**src/rtl/riscv_program_loader.sv**
```systemverilog
// ---------------------------------------------------------------------------
// riscv_program_loader
//
// Writer side of the instruction memory. A host or UART delivers a program
// as a little-endian byte stream framed as:
//   [4-byte word count N] [N x 4-byte instruction words]
// Each word is written to instruction memory in order, starting at BASE_ADDR.
// This matches the instruction streamer's PC>>2 word indexing, so the
// streamer can run the program from PC=0 once loading completes.
//
// Ports
//   clk, reset           clock, synchronous active-high reset
//   start                one-cycle pulse; arms the loader (ignored while busy)
//   in_valid/in_data     byte stream in
//   in_ready             loader accepts a byte this cycle
//   mem_we/mem_addr/     memory write request, byte address, instruction word
//   mem_wdata
//   mem_ready            memory accepts the write this cycle
//   busy/done/error      status: loading / program written / length too big
//   word_count           words written since the loader was last armed
//   checksum             mod-2^32 sum of the words written
//   dbg_state            current FSM state (encoding of state_e)
//
// Handshakes (both directions use the same rule):
//   A transfer happens at a posedge where valid and ready are both high.
//   valid, once raised, holds its payload stable until that edge; ready may
//   depend on state only, never on valid. Bytes: in_valid/in_ready.
//   Writes: mem_we acts as valid against mem_ready.
//
// BASE_ADDR must be 4-byte aligned. mem_addr cannot wrap within the legal
// range because oversized lengths are rejected before any write.
// ---------------------------------------------------------------------------
module riscv_program_loader #(
  parameter int unsigned MEM_WORDS = 32'd10000000,
  parameter logic [31:0] BASE_ADDR = 32'h0000_0000
) (
  input  logic        clk,
  input  logic        reset,
  input  logic        start,
  input  logic        in_valid,
  input  logic [7:0]  in_data,
  output logic        in_ready,
  output logic        mem_we,
  output logic [31:0] mem_addr,
  output logic [31:0] mem_wdata,
  input  logic        mem_ready,
  output logic        busy,
  output logic        done,
  output logic        error,
  output logic [31:0] word_count,
  output logic [31:0] checksum,
  output logic [2:0]  dbg_state
);

  typedef enum logic [2:0] {
    S_IDLE  = 3'd0,
    S_LEN   = 3'd1,
    S_DATA  = 3'd2,
    S_WRITE = 3'd3,
    S_DONE  = 3'd4,
    S_ERR   = 3'd5
  } state_e;

  state_e      state_q, state_d;
  logic [31:0] len_q, len_d;
  logic [31:0] wdata_q, wdata_d;
  logic [31:0] addr_q, addr_d;
  logic [31:0] count_q, count_d;
  logic [31:0] sum_q, sum_d;
  logic [1:0]  idx_q, idx_d;

  logic        byte_fire;
  logic        write_fire;
  logic [31:0] len_next;
  logic [31:0] word_next;
  logic [31:0] count_inc;

  // Status and handshake outputs are decoded from the registered state only.
  assign in_ready   = (state_q == S_LEN) || (state_q == S_DATA);
  assign mem_we     = (state_q == S_WRITE);
  assign busy       = (state_q == S_LEN) || (state_q == S_DATA) || (state_q == S_WRITE);
  assign done       = (state_q == S_DONE);
  assign error      = (state_q == S_ERR);
  assign mem_addr   = addr_q;
  assign mem_wdata  = wdata_q;
  assign word_count = count_q;
  assign checksum   = sum_q;
  assign dbg_state  = state_q;

  assign byte_fire  = in_valid && in_ready;
  assign write_fire = mem_we && mem_ready;

  // Little-endian assembly: each new byte enters at the top and older bytes
  // shift down, so after four bytes the first one sits in [7:0].
  assign len_next   = {in_data, len_q[31:8]};
  assign word_next  = {in_data, wdata_q[31:8]};
  assign count_inc  = count_q + 32'd1;

  always_comb begin
    state_d = state_q;
    len_d   = len_q;
    wdata_d = wdata_q;
    addr_d  = addr_q;
    count_d = count_q;
    sum_d   = sum_q;
    idx_d   = idx_q;

    unique case (state_q)
      S_IDLE: begin
        len_d   = '0;
        idx_d   = '0;
        count_d = '0;
        sum_d   = '0;
        addr_d  = BASE_ADDR;
        if (start) state_d = S_LEN;
      end

      S_LEN: begin
        if (byte_fire) begin
          len_d = len_next;
          idx_d = idx_q + 2'd1;
          if (idx_q == 2'd3) begin
            if (len_next == 32'd0)           state_d = S_DONE;
            else if (len_next > MEM_WORDS)   state_d = S_ERR;
            else                             state_d = S_DATA;
          end
        end
      end

      S_DATA: begin
        if (byte_fire) begin
          wdata_d = word_next;
          idx_d   = idx_q + 2'd1;
          if (idx_q == 2'd3) state_d = S_WRITE;
        end
      end

      S_WRITE: begin
        // Address and data are held until the memory takes the word.
        if (write_fire) begin
          count_d = count_inc;
          sum_d   = sum_q + wdata_q;
          addr_d  = addr_q + 32'd4;
          state_d = (count_inc == len_q) ? S_DONE : S_DATA;
        end
      end

      S_DONE, S_ERR: begin
        // Single-cycle rearm: perform the idle clears and go straight to LEN.
        if (start) begin
          len_d   = '0;
          idx_d   = '0;
          count_d = '0;
          sum_d   = '0;
          addr_d  = BASE_ADDR;
          state_d = S_LEN;
        end
      end

      default: state_d = S_IDLE;
    endcase
  end

  always_ff @(posedge clk) begin
    if (reset) begin
      state_q <= S_IDLE;
      len_q   <= '0;
      wdata_q <= '0;
      addr_q  <= BASE_ADDR;
      count_q <= '0;
      sum_q   <= '0;
      idx_q   <= '0;
    end else begin
      state_q <= state_d;
      len_q   <= len_d;
      wdata_q <= wdata_d;
      addr_q  <= addr_d;
      count_q <= count_d;
      sum_q   <= sum_d;
      idx_q   <= idx_d;
    end
  end

endmodule

```
**config.mk**
```make
export PLATFORM = sky130hd
export DESIGN_NAME = riscv_program_loader
export DESIGN_NICKNAME = d
export VERILOG_FILES = /design/src/rtl/riscv_program_loader.sv
export SDC_FILE = /design/constraint.sdc
export NUM_CORES = 1
export LEC_CHECK = 0
export CAP_MARGIN = 20
export CORE_MARGIN = 5
export CORE_UTILIZATION = 45
export DETAILED_ROUTE_END_ITERATION = 16
export GPL_ROUTABILITY_DRIVEN = 1
export GPL_TIMING_DRIVEN = 0
export PLACE_DENSITY = 0.72
export SLEW_MARGIN = 5
export SYNTH_ARGS = -nofsm -noshare
export SYNTH_HDL_FRONTEND = slang
export SYNTH_SLANG_ARGS = --single-unit
```
**constraint.sdc**
```tcl
create_clock -name clk -period 3 [get_ports clk]
set_input_delay 0.9 -clock clk [delete_from_list [all_inputs] [get_ports clk]]
set_output_delay 0.9 -clock clk [all_outputs]
set_load 0.03 [all_outputs]
```
==> reports/results.ini <==
[cts]
clockBufferDepth = 2
htree_levels = 4
clock-sinks = 163
ctsHoldBuffers = 0
cts.clk_slew.worst_paths_ns = 0.07
cts_tree = yes
root_buffer = clkbuf_16
cts_buffers = 17
clkLatencyLatePin_ns = 0.43

[final_layout]
area_growth_syn_to_layout_pct = 34.0
stdcell_area_um2 = 12200
most-common-layout-cells = nand2_1 (176), dfxtp_1 (144), clkdlybuf4s50_1 (141), a21oi_1 (138), nor2_1 (114)
layout.nets = 1450
layout_commonest_cell = nand2_1
drive_gt1_frac = 0.124
n_antenna_cell = 0

[logic_synthesis]
synth_area_um2 = 9130
synthCells = 1198
ys_seq_elements = 163
ys_seq_area_frac = 0.357
synth-main-ff-cell = dfxtp_1
async_flop_share = 0
synth_edf_count = 0
ys_types = 59
ys_warn_count = 0
syn_area_per_cell_um2 = 7.62

[drt]
vias = 9637
dr.pass1.iters = 6
drt-initial-drc-count = 886
drcViolationCount = 0
via_per_inst = 5.72
ant_nets = 0
wl_per_cell_um = 18.2
routed_wl_mm = 30.6

[placement]
place.gp.congestion = 0.924
port_buffers = 146
dp_hpwl_mm = 21.5
placed_area_um2 = 10900

[setup_path]
cp-start-kind = flop
crit_path_max_fanout = 3
crit_path_end_kind = flop
critPathKind = reg2reg
cp.arrival_ns = 3.32
r2r_slack_ns = -0.03
required_ns = 3.29

[run_status]
status = finished with violations
violations = setup timing

[die]
fp.dieW_um = 152
ios = 149
core_um2 = 20100
placementRows = 52
dieArea_um2 = 23200
start_util = 0.454
die_h_um = 152

[global_routing]
grt_pass1_wl_mm = 48.2
grt.total_usage = 0.253
grt_pass1_vias = 8931
grt_max_degree = 17
grt_overflow = 0
antenna_found_initial = 0

[job]
max_cap_violations = 0

[sta]
fin_crit_sh = 1.01
grt_setup_unrepaired = yes
drv_slew = 0
period_needed_ns = 3.03
worst_pin_slew_ns = 0.858
max_slew_margin = 0.428
finalSetupTns_ns = -0.0260
fin_skew_ns = 0.00852
clock.fmax_mhz = 330
setup_viol = 1
setup_ws_ns = -0.0260
hold_violations = 0

[power]
p_total_mw = 4.69
p_leak_nw = 4.39
power_density_nw_per_um2 = 383
ir_drop_v = 0.000428

[hold_path]
hold_class = reg2reg

-- state kept, by name, summed over array words and instances (netlist names) --
signal,count
len_q,32
mem_addr,30
idx_q,2
mem_wdata,32
checksum,32
word_count,32
dbg_state,3
-- worst max-delay path: stages, from the launching register on --
cell and delay, ns:
dfxtp_4 0.36, ha_4 0.16, fa_2 0.38, a211oi_2 0.26
o21bai_1 0.13, a21oi_2 0.20, o22ai_2 0.13, a221oi_2 0.36
o31ai_2 0.15, a31oi_2 0.33, buf_4 0.17, xnor2_1 0.06
a22oi_1 0.15, nor2_1 0.07
-- report_power, final --
part           leakage (nW)  internal [mW]  switching (mW)
clock network         0.278           1.19            1.01
registers              1.32           2.17          0.0152
logic                  2.78         0.0905           0.218
-- layout make-up --
class	instances	area, um^2
plain buffers	65	283
clock buffers	18	439
clock inverters	14	145
fillers	1797	7870
inverters	12	45.0
multi-input cells	954	5910
flip-flops and latches	163	3290
well taps	270	338
repair buffers	189	1780
-- Yosys cell counts, types with 12 or more instances --
library cell,count,area (um^2)
a21o_1,13,97.6
a21oi_1,142,711
a22oi_1,21,158
and3_1,14,87.6
clkbuf_1,60,225
dfxtp_1,163,3260
ha_1,34,425
inv_1,12,45.0
nand2_1,178,668
nand3_1,67,335
nand4_1,23,144
nor2_1,117,439
nor3_1,29,145
o21ai_0,64,320
or3_1,17,106
xnor2_1,54,473
xor2_1,38,333
-- layer usage --
| layer | vias up | share of wire | track usage |
|---|---|---|---|
| met5 | - | 0 | 0 |
| met4 | 0 | 0.037 | 0.108 |
| met3 | 85 | 0.070 | 0.0454 |
| met2 | 428 | 0.46 | 0.405 |
| met1 | 4481 | 0.44 | 0.339 |
| li1 | 4643 | - | - |
-- through the flow --
stage                      util  worst slack [ns]  hold slack, ns  cells
final                     0.609           -0.0260           0.468   1685
after global routing      0.609            -0.112           0.482   1685
after CTS                 0.591           0.00175           0.468   1673
after detailed placement  0.544             -1.26           0.459   1615
after global placement    0.544             -1.27           0.456   1615
after floorplan               -           0.00487           0.443   1199
-- path summary, 6_finish.rpt --
kind                       end  depth (start not counted)          from
hold / removal        len_q[4]                          2      len_q[4]
hold reg to reg       len_q[4]                          2      len_q[4]
setup / recovery  checksum[26]                         13  mem_wdata[0]
setup reg to reg  checksum[26]                         13  mem_wdata[0]
-- cells by family after synthesis --
logic type	after synthesis	share of synthesized area
DFF	163	0.357
xor gates and xnor gates	92	0.0883
AOI/OAI and AO/OA	298	0.189
and+or+nand+nor	516	0.267
muxes	11	0.0123
other	1	0.000411
buffers and inverters	82	0.0363
adders and majority gates	35	0.0488
-- what timing repair did --
| item | in CTS | in global routing |
|---|---|---|
| cloned | 0 | 0 |
| setup endpoints to repair | 56 | 17 |
| resized for setup | 45 | 71 |
| pin swaps | 12 | 19 |
| buffers inserted | 31 | 11 |
Note: power is estimated with default switching activity, not from simulation.
